<file path="config.mk">
export PLATFORM = sky130hd
export DESIGN_NAME = vc_ram_queue_1w1r_flat
export DESIGN_NICKNAME = d
export VERILOG_FILES = /design/src/rtl/vc_queue_pkg.sv /design/src/rtl/vc_ram_queue_1w1r_if.sv /design/src/rtl/vc_ram_queue_1w1r_ram.sv /design/src/rtl/vc_ram_queue_1w1r.sv /design/src/flat_wrapper.sv
export SDC_FILE = /design/constraint.sdc
export NUM_CORES = 1
export LEC_CHECK = 0
export ABC_AREA = 0
export ABC_CLOCK_PERIOD_IN_PS = 5300
export CAP_MARGIN = 25
export CORE_MARGIN = 2
export CORE_UTILIZATION = 40
export DETAILED_ROUTE_END_ITERATION = 6
export GPL_ROUTABILITY_DRIVEN = 0
export GPL_TIMING_DRIVEN = 0
export PLACE_DENSITY = 0.67
export SLEW_MARGIN = 10
export SYNTH_ARGS = -nofsm -noshare
export SYNTH_HDL_FRONTEND = slang
export SYNTH_SLANG_ARGS = --single-unit
</file>
<file path="constraint.sdc">
create_clock -name clk -period 5.3 [get_ports clk]
set_clock_uncertainty 0.05 [all_clocks]
set_input_delay 0.795 -clock clk [delete_from_list [all_inputs] [get_ports clk]]
set_output_delay 0.795 -clock clk [all_outputs]
set_load 0.01 [all_outputs]
</file>
<file path="src/rtl/vc_queue_pkg.sv">
// Shared helpers for the val/rdy RAM-backed queue family: occupancy-counter
// width rule, pointer increment with explicit wrap, and the handshake fire rule.
package vc_queue_pkg;

    // An occupancy counter must hold 0..ENTRIES, hence one bit wider than a pointer.
    function automatic int unsigned cnt_sz(input int unsigned addr_sz);
        return addr_sz + 32'd1;
    endfunction

    // Advance a pointer, wrapping ENTRIES-1 -> 0 by compare so non-power-of-two depths work.
    function automatic logic [31:0] ptr_inc(input logic [31:0] ptr, input int unsigned entries);
        logic [31:0] nxt_s;
        if (ptr == (entries - 32'd1)) begin
            nxt_s = 32'd0;
        end else begin
            nxt_s = ptr + 32'd1;
        end
        return nxt_s;
    endfunction

    // A transfer happens only when both sides agree in the same cycle.
    function automatic logic fire(input logic val, input logic rdy);
        return val & rdy;
    endfunction

endpackage

</file>
<file path="src/rtl/vc_ram_queue_1w1r_if.sv">
// Enqueue/dequeue val/rdy bundle for vc_ram_queue_1w1r.
// master = producer/consumer environment, slave = the queue itself.
interface vc_ram_queue_1w1r_if #(
    parameter int DATA_SZ = 32,
    parameter int ADDR_SZ = 3
);
    localparam int CNT_SZ = vc_queue_pkg::cnt_sz(ADDR_SZ);

    logic               enq_val;
    logic               enq_rdy;
    logic [DATA_SZ-1:0] enq_bits;
    logic               deq_val;
    logic               deq_rdy;
    logic [DATA_SZ-1:0] deq_bits;
    logic [CNT_SZ-1:0]  count;

    modport master (
        output enq_val, enq_bits, deq_rdy,
        input  enq_rdy, deq_val, deq_bits, count
    );

    modport slave (
        input  enq_val, enq_bits, deq_rdy,
        output enq_rdy, deq_val, deq_bits, count
    );
endinterface

</file>
<file path="src/rtl/vc_ram_queue_1w1r_ram.sv">
// 1-write/1-read flip-flop RAM: synchronous write, combinational read.
// Contents are deliberately not reset; the queue never reads an unwritten slot.
module vc_ram_queue_1w1r_ram #(
    parameter int DATA_SZ = 32,
    parameter int ENTRIES = 8,
    parameter int ADDR_SZ = 3
) (
    input  logic               clk,
    input  logic               wen_p,
    input  logic [ADDR_SZ-1:0] waddr_p,
    input  logic [DATA_SZ-1:0] wdata_p,
    input  logic [ADDR_SZ-1:0] raddr,
    output logic [DATA_SZ-1:0] rdata
);
    logic [DATA_SZ-1:0] mem_q [ENTRIES];

    // Store the write data into the addressed slot at the rising edge.
    always_ff @(posedge clk) begin
        if (wen_p) begin
            mem_q[waddr_p] <= wdata_p;
        end
    end

    assign rdata = mem_q[raddr];
endmodule

</file>
<file path="src/rtl/vc_ram_queue_1w1r.sv">
// Circular-buffer FIFO controller driving a 1w1r flip-flop RAM.
// Optional macro VC_QUEUE_BYPASS_EN: when empty, enq data is presented on deq
// combinationally and passes straight through if the consumer is ready.
module vc_ram_queue_1w1r
    import vc_queue_pkg::*;
#(
    parameter int DATA_SZ = 32,
    parameter int ENTRIES = 8,
    parameter int ADDR_SZ = 3
) (
    input  logic                 clk,
    input  logic                 reset_n,
    vc_ram_queue_1w1r_if.slave   q
);
    localparam int CNT_SZ = cnt_sz(ADDR_SZ);
    localparam logic [CNT_SZ-1:0] ENTRIES_C = CNT_SZ'(ENTRIES);

    logic [ADDR_SZ-1:0] wptr_q, wptr_d;
    logic [ADDR_SZ-1:0] rptr_q, rptr_d;
    logic [CNT_SZ-1:0]  count_q, count_d;
    logic               full_q, full_d;
    logic               empty_q, empty_d;

    logic               enq_rdy_s;
    logic               deq_val_s;
    logic [DATA_SZ-1:0] deq_bits_s;
    logic [DATA_SZ-1:0] rdata_s;
    logic               enq_fire_s;
    logic               deq_fire_s;
    logic               pass_s;
    logic               wen_s;
    logic               rd_adv_s;

    vc_ram_queue_1w1r_ram #(
        .DATA_SZ (DATA_SZ),
        .ENTRIES (ENTRIES),
        .ADDR_SZ (ADDR_SZ)
    ) u_ram (
        .clk     (clk),
        .wen_p   (wen_s),
        .waddr_p (wptr_q),
        .wdata_p (q.enq_bits),
        .raddr   (rptr_q),
        .rdata   (rdata_s)
    );

    // Handshake: ready/valid from registered flags, fire terms, and RAM write/read advance.
    always_comb begin
        enq_rdy_s  = !full_q;
        pass_s     = 1'b0;
`ifdef VC_QUEUE_BYPASS_EN
        if (empty_q && q.enq_val) begin
            deq_val_s  = 1'b1;
            deq_bits_s = q.enq_bits;
            pass_s     = q.deq_rdy;
        end else begin
            deq_val_s  = !empty_q;
            deq_bits_s = rdata_s;
        end
`else
        deq_val_s  = !empty_q;
        deq_bits_s = rdata_s;
`endif
        enq_fire_s = fire(q.enq_val, enq_rdy_s);
        deq_fire_s = fire(deq_val_s, q.deq_rdy);
        // A pass-through transfer never touches the RAM or the pointers.
        wen_s      = enq_fire_s & !pass_s;
        rd_adv_s   = deq_fire_s & !pass_s;
    end

    // Next-state for pointers, occupancy and the derived full/empty flags.
    always_comb begin
        wptr_d  = wptr_q;
        rptr_d  = rptr_q;
        count_d = count_q;
        if (wen_s) begin
            wptr_d = ADDR_SZ'(ptr_inc(32'(wptr_q), ENTRIES));
        end else begin
            wptr_d = wptr_q;
        end
        if (rd_adv_s) begin
            rptr_d = ADDR_SZ'(ptr_inc(32'(rptr_q), ENTRIES));
        end else begin
            rptr_d = rptr_q;
        end
        case ({wen_s, rd_adv_s})
            2'b10:   count_d = count_q + {{(CNT_SZ-1){1'b0}}, 1'b1};
            2'b01:   count_d = count_q - {{(CNT_SZ-1){1'b0}}, 1'b1};
            default: count_d = count_q;
        endcase
        full_d  = (count_d == ENTRIES_C);
        empty_d = (count_d == {CNT_SZ{1'b0}});
    end

    // State registers; reset empties the queue immediately.
    always_ff @(posedge clk or negedge reset_n) begin
        if (!reset_n) begin
            wptr_q  <= {ADDR_SZ{1'b0}};
            rptr_q  <= {ADDR_SZ{1'b0}};
            count_q <= {CNT_SZ{1'b0}};
            full_q  <= 1'b0;
            empty_q <= 1'b1;
        end else begin
            wptr_q  <= wptr_d;
            rptr_q  <= rptr_d;
            count_q <= count_d;
            full_q  <= full_d;
            empty_q <= empty_d;
        end
    end

    assign q.enq_rdy  = enq_rdy_s;
    assign q.deq_val  = deq_val_s;
    assign q.deq_bits = deq_bits_s;
    assign q.count    = count_q;

`ifndef SYNTHESIS
    // Report impossible occupancy, pointer/count disagreement and undersized pointers.
    always_ff @(posedge clk) begin
        if (reset_n) begin
            if (count_q > ENTRIES_C) begin
                $display("RTL-ERROR: count %0d exceeds ENTRIES %0d", count_q, ENTRIES);
            end
            if ((wptr_q == rptr_q) != ((count_q == {CNT_SZ{1'b0}}) || (count_q == ENTRIES_C))) begin
                $display("RTL-ERROR: wptr %0d rptr %0d inconsistent with count %0d", wptr_q, rptr_q, count_q);
            end
            if ((1 << ADDR_SZ) < ENTRIES) begin
                $display("RTL-ERROR: ADDR_SZ %0d too small for ENTRIES %0d", ADDR_SZ, ENTRIES);
            end
        end
    end
`endif
endmodule

</file>
<file path="src/flat_wrapper.sv">
// flat-port wrapper written by rule: the top's interface ports become plain ports
module vc_ram_queue_1w1r_flat import vc_queue_pkg::*;
#(
    parameter int DATA_SZ = 32,
    parameter int ENTRIES = 8,
    parameter int ADDR_SZ = 3
)
  (clk, reset_n, q_enq_val, q_enq_bits, q_deq_rdy, q_enq_rdy, q_deq_val, q_deq_bits, q_count);
  vc_ram_queue_1w1r_if #(.DATA_SZ(DATA_SZ), .ADDR_SZ(ADDR_SZ)) q_i ();
  input  logic clk;
  input  logic reset_n;
  input wire logic [$bits(q_i.enq_val)-1:0] q_enq_val;
  input wire logic [$bits(q_i.enq_bits)-1:0] q_enq_bits;
  input wire logic [$bits(q_i.deq_rdy)-1:0] q_deq_rdy;
  output wire logic [$bits(q_i.enq_rdy)-1:0] q_enq_rdy;
  output wire logic [$bits(q_i.deq_val)-1:0] q_deq_val;
  output wire logic [$bits(q_i.deq_bits)-1:0] q_deq_bits;
  output wire logic [$bits(q_i.count)-1:0] q_count;
  assign q_i.enq_val = q_enq_val;
  assign q_i.enq_bits = q_enq_bits;
  assign q_i.deq_rdy = q_deq_rdy;
  assign q_enq_rdy = q_i.enq_rdy;
  assign q_deq_val = q_i.deq_val;
  assign q_deq_bits = q_i.deq_bits;
  assign q_count = q_i.count;
  vc_ram_queue_1w1r #(.DATA_SZ(DATA_SZ), .ENTRIES(ENTRIES), .ADDR_SZ(ADDR_SZ)) u_core (.clk(clk), .reset_n(reset_n), .q(q_i));
endmodule
</file>
Yosys cells after proc, flatten, opt, wreduce, memory -nomap -nowiden:

Memories as Yosys holds them, arrays and structs flattened.
Index checks and enable logic that the tools add are counted.

* bitwise gates (word level): 2
* muxes and demuxes: 5
* add/subtract/negate cells: 4
* reduce and logical (&&, ||, !) cells: 3
* eq/ne operators: 5

Operators by type and width (count)
* case mux 4 bit (2 select lines): 1
* adder 3 x 1 -> 3 bit (second input constant): 2
* == test 3 bit (second input constant): 2
* two-way mux 3 bit: 2
* adder 4 x 1 -> 4 bit (second input constant): 1
* == test 4 bit (second input constant): 1
* zero test 4 bit: 1
* subtractor 4 x 1 -> 4 bit (second input constant): 1
* bitwise AND 1 bit: 2
* == test 2 x 1 -> 1 bit (second input constant): 1
* == test 2 bit (second input constant): 1
* zero test 1 bit: 2
* two-way mux 1 bit: 2

* word-level logic and storage cells: 25
* register bits after elaboration: 12
* memories kept: 1
* memory bits (writable): 256
* output and inout port bits: 38

Memories
* u_core.u_ram.mem_q: words 8, bits a word 32, read ports 1, clocked after memory_dff 0, wr ports 1, line vc_ram_queue_1w1r_ram.sv:15 `logic [DATA_SZ-1:0] mem_q [ENTRIES];`

Logic depth before layout (Yosys ltp):

* word-level depth: 5
* depth in mapped cells: 11

Hierarchy:

Synthesis repeated with hierarchy kept, for this count alone.

* cell total of the unflattened synthesis: 445
* area total of the unflattened synthesis: 10507.6 um^2

Modules (own cells, without submodules)
* vc_ram_queue_1w1r_ram: area an instance 9825.7 um^2, cells each 383, times used 1, sequential area each 7687.4 um^2
* vc_ram_queue_1w1r: area an instance 681.9 um^2, cells each 62, times used 1, sequential area each 301.5 um^2

Worst setup path after synthesis:

Ideal clock, no wire load.

* path type: input-to-reg
* start point: in q_enq_val
* end point: mem u_core.u_ram.mem_q[0][0] (enable)
* library setup time: 501 ps
* data arrival time: 4335 ps
* path buffers: 1
* setup slack: 414 ps
* stages: 4
* data required time: 4749 ps
* path through: and2b_1 -> inv_1 -> clkbuf_1 -> nor4_1

* word-level cells in the longest chain between the ends: 3

Ends and longest elaborated chain
* start, declared: line flat_wrapper.sv:12 `input wire logic [$bits(q_i.enq_val)-1:0] q_enq_val;`
* bitwise AND 1 bit: line vc_queue_pkg.sv:23 `return val & rdy;`
* two-way mux 1 bit: line vc_ram_queue_1w1r_ram.sv:19 `if (wen_p) begin`
* two-way mux 1 bit (implied by the code): line vc_ram_queue_1w1r_ram.sv:20 `mem_q[waddr_p] <= wdata_p;`
* end, declared: line vc_ram_queue_1w1r_ram.sv:15

Every way passes these cells.

Final worst setup path:

* start point: reg u_core.rptr_q[1]
* end point: out q_deq_bits[2]

* word-level cells in the longest chain between the ends: 1

Ends and longest elaborated chain
* start, declared: line vc_ram_queue_1w1r.sv:19 `logic [ADDR_SZ-1:0] rptr_q, rptr_d;`
* start signal, assigned: line vc_ram_queue_1w1r.sv:99 `rptr_q <= {ADDR_SZ{1'b0}};`
* start signal, assigned: line vc_ram_queue_1w1r.sv:105 `rptr_q <= rptr_d;`
* memory read (8 x 32 bit)
* end, declared: line flat_wrapper.sv:17 `output wire logic [$bits(q_i.deq_bits)-1:0] q_deq_bits;`

Every way passes these cells.

==> results.toml <==
[run_status]
run_status = "finished clean"

[final_layout]
utilization_pct = 50.02
synthToLayoutAreaGrowth_pct = 22.46
antenna_cells = 0
fin_area_um2 = 12630
nets = 621
drive_gt1_share_pct = 29.43

[synthesis]
ys_top_cells_by_area = "edfxtp_1, mux4_2, mux2_2"
synth_common_cells = "edfxtp_1, mux4_2, mux2_2"
yosysWarnings = 0
synth_top_area_share_pct = 74.52
syn_nets = 493
async_reset_ff_share_pct = 4.478
synth.most_common_cell = "edfxtp_1"
syn-cell-area_um2 = 10320
synthCells = 451
synth.largest_area_cell = "edfxtp_1"
ys_seq_elements = 268
avgSynthCellArea_um2 = 22.87
seq_area_frac_synth_pct = 77.44
synthDistinctLibCells = 35
synth-edff-count = 256
synth_ff_type = "edfxtp_1"

[setup_path]
crit_required_ns = 4.45
cp_data_arrival_time_ns = 3.27
cp_cell_sequence = "clkbuf_1 > clkbuf_1 > mux4_2 > mux2_2 > clkdlybuf4s50_1"
critPathLaunchType = "flip-flop"
crit_top_cell = "clkbuf_1"
criticalPathCategory = "reg2out"
cp_max_fo = 10
cpMaxStageDelayCell = "clkbuf_1"
max_stage_delay_ns = 0.69
critPathCaptureType = "output pin"

[placement]
hpwl_um = 13570
placed_area_um2 = 11790
portBuffers = 73
place_ws_ns = 1.571

[clock_network]
post_cts_buffers = 0
cts_root_buffer = "clkbuf_16"
clkSinkCount = 268
cts_buffer_depth = 3
clk_latency_ns = 0.52
cts_resized = 0
hold_buffers = 0
cts_tree = "yes"
cts_max_level = 1
cts_buffers = 27
clkTransAtPathRegs_ns = 0.06

[sta]
finalMaxSlewViolations = 0
hold_viol = 0
final-setup-viol-count = 0
slew_headroom_pct = 35.60
fin_hold_ws_ns = 0.4827
fin_crit_sh_pct = 77.66
rsz0062_at_grt = "false"
tightest_slew_ns = 0.9581
fin_ws_ns = 1.184
min_period_ns = 4.116
fmax_mhz = 243.0

[routing]
drc = 0
ant_nets = 0
viasPerCell = 5.222
wl_per_cell_um = 22.41
dr.first_iter.drc_count = 418
dr.pass1.iters = 4
vias = 4846
drt_wl_total_um = 20800

[power_and_ir_drop]
leakagePower_nw = 4.085
peakVddDrop_uv = 291.7
powerDensity_nw_per_um2 = 550.3
total_power_mw = 6.953

[min_path]
hold_class = "reg2reg"

[grt]
grt_max_degree = 20
grt_pass1_wl_um = 31740
grt_overflow = 0
antenna_found_initial = 0
grt_pass1_vias = 5288
track_usage_pct = 15.92

[floorplan]
dieArea_um2 = 27090
io_pins = 74
die-width_um = 164.6
initial_core_util_pct = 40.85
rows = 58
core_area_um2 = 25250
die_h_um = 164.6

[run]
drv_cap = 0
-- placed cells by master, fill, tap and decap left out, types with 7 or more instances in the layout --
master           synthesis  routed
edfxtp_1               256     256
clkdlybuf4s50_1          0      73
mux4_2                  64      64
mux2_2                  33      33
clkbuf_16                0      27
clkbuf_1                13      19
nand2_1                 14      14
buf_4                    0      11
dfrtp_1                 11      11
buf_6                    1       9
clkinv_1                 0       9
buf_2                    6       7
-- final timing paths --
check                             startpoint  cells past startpoint                 to  slack [ns]
hold / removal             u_core.q.count[3]                      1  u_core.q.count[3]        0.48
max in group asynchronous            reset_n                      1   u_core.rptr_q[1]        4.17
min in group asynchronous            reset_n                      1  u_core.q.count[0]        0.62
setup / recovery            u_core.rptr_q[1]                      5      q_deq_bits[2]        1.18
setup reg to reg               u_core.full_q                     11      u_core.full_q        2.38
hold reg to reg            u_core.q.count[3]                      1  u_core.q.count[3]        0.48
-- registers in the layout, indices dropped and copies added, names as in the netlist --
| register | cells |
|---|---|
| u_core.u_ram.mem_q | 256 |
| u_core.q.count | 4 |
| u_core.rptr_q | 3 |
| u_core.wptr_q | 3 |
| u_core.empty_q | 1 |
| u_core.full_q | 1 |
-- worst max-delay path: cells and delay by family (launching register included) --
| family | cells | cell delay [ns] |
|---|---|---|
| buffers and inverters | 3 | 1.65 |
| flip-flops | 1 | 0.38 |
| multiplexers | 2 | 0.72 |
-- cells by family after synthesis --
group / share of synthesized area, %
AND/OR/NAND/NOR: 2.171
XOR/XNOR: 0.3397
multiplexers: 17.57
buffers and inverters: 1.128
AO/OA/AOI/OAI: 0.6186
flip-flops: 77.44
adder cells (fa/ha/maj): 0.7277
-- where the power goes --
part	leakage [nW]	switching (mW)	total [mW]	internal (mW)
Combinational	1.22	1.12	2.40	1.28
Clock	0.399	0.736	1.76	1.03
Sequential	2.47	0.115	2.79	2.68
-- layer usage --
layer	global-route usage, %	wire (um)	up-vias
li1	-	-	2144
met1	21.21	8667	2559
met2	27.56	10870	114
met3	2.511	876	29
met4	4.032	378	0
met5	0	0	-
-- cell type report --
| cell class | count | area, um^2 |
|---|---|---|
| plain buffers | 22 | 97.59 |
| multi-input cells | 156 | 2260 |
| fillers | 2007 | 12620 |
| flip-flops and latches | 268 | 7989 |
| well taps | 330 | 412.9 |
| inverters | 5 | 18.77 |
| clock inverters | 15 | 121.4 |
| repair buffers | 99 | 1036 |
| clock buffers | 33 | 698.2 |
-- metrics by stage --
stage / std cells / setup TNS [ns]
after floorplan: 451 / 0
final: 928 / 0
after global routing: 928 / 0
after global placement: 854 / -292.80
after detailed placement: 878 / 0
after CTS: 926 / 0
(Power assumes the default switching activity.)
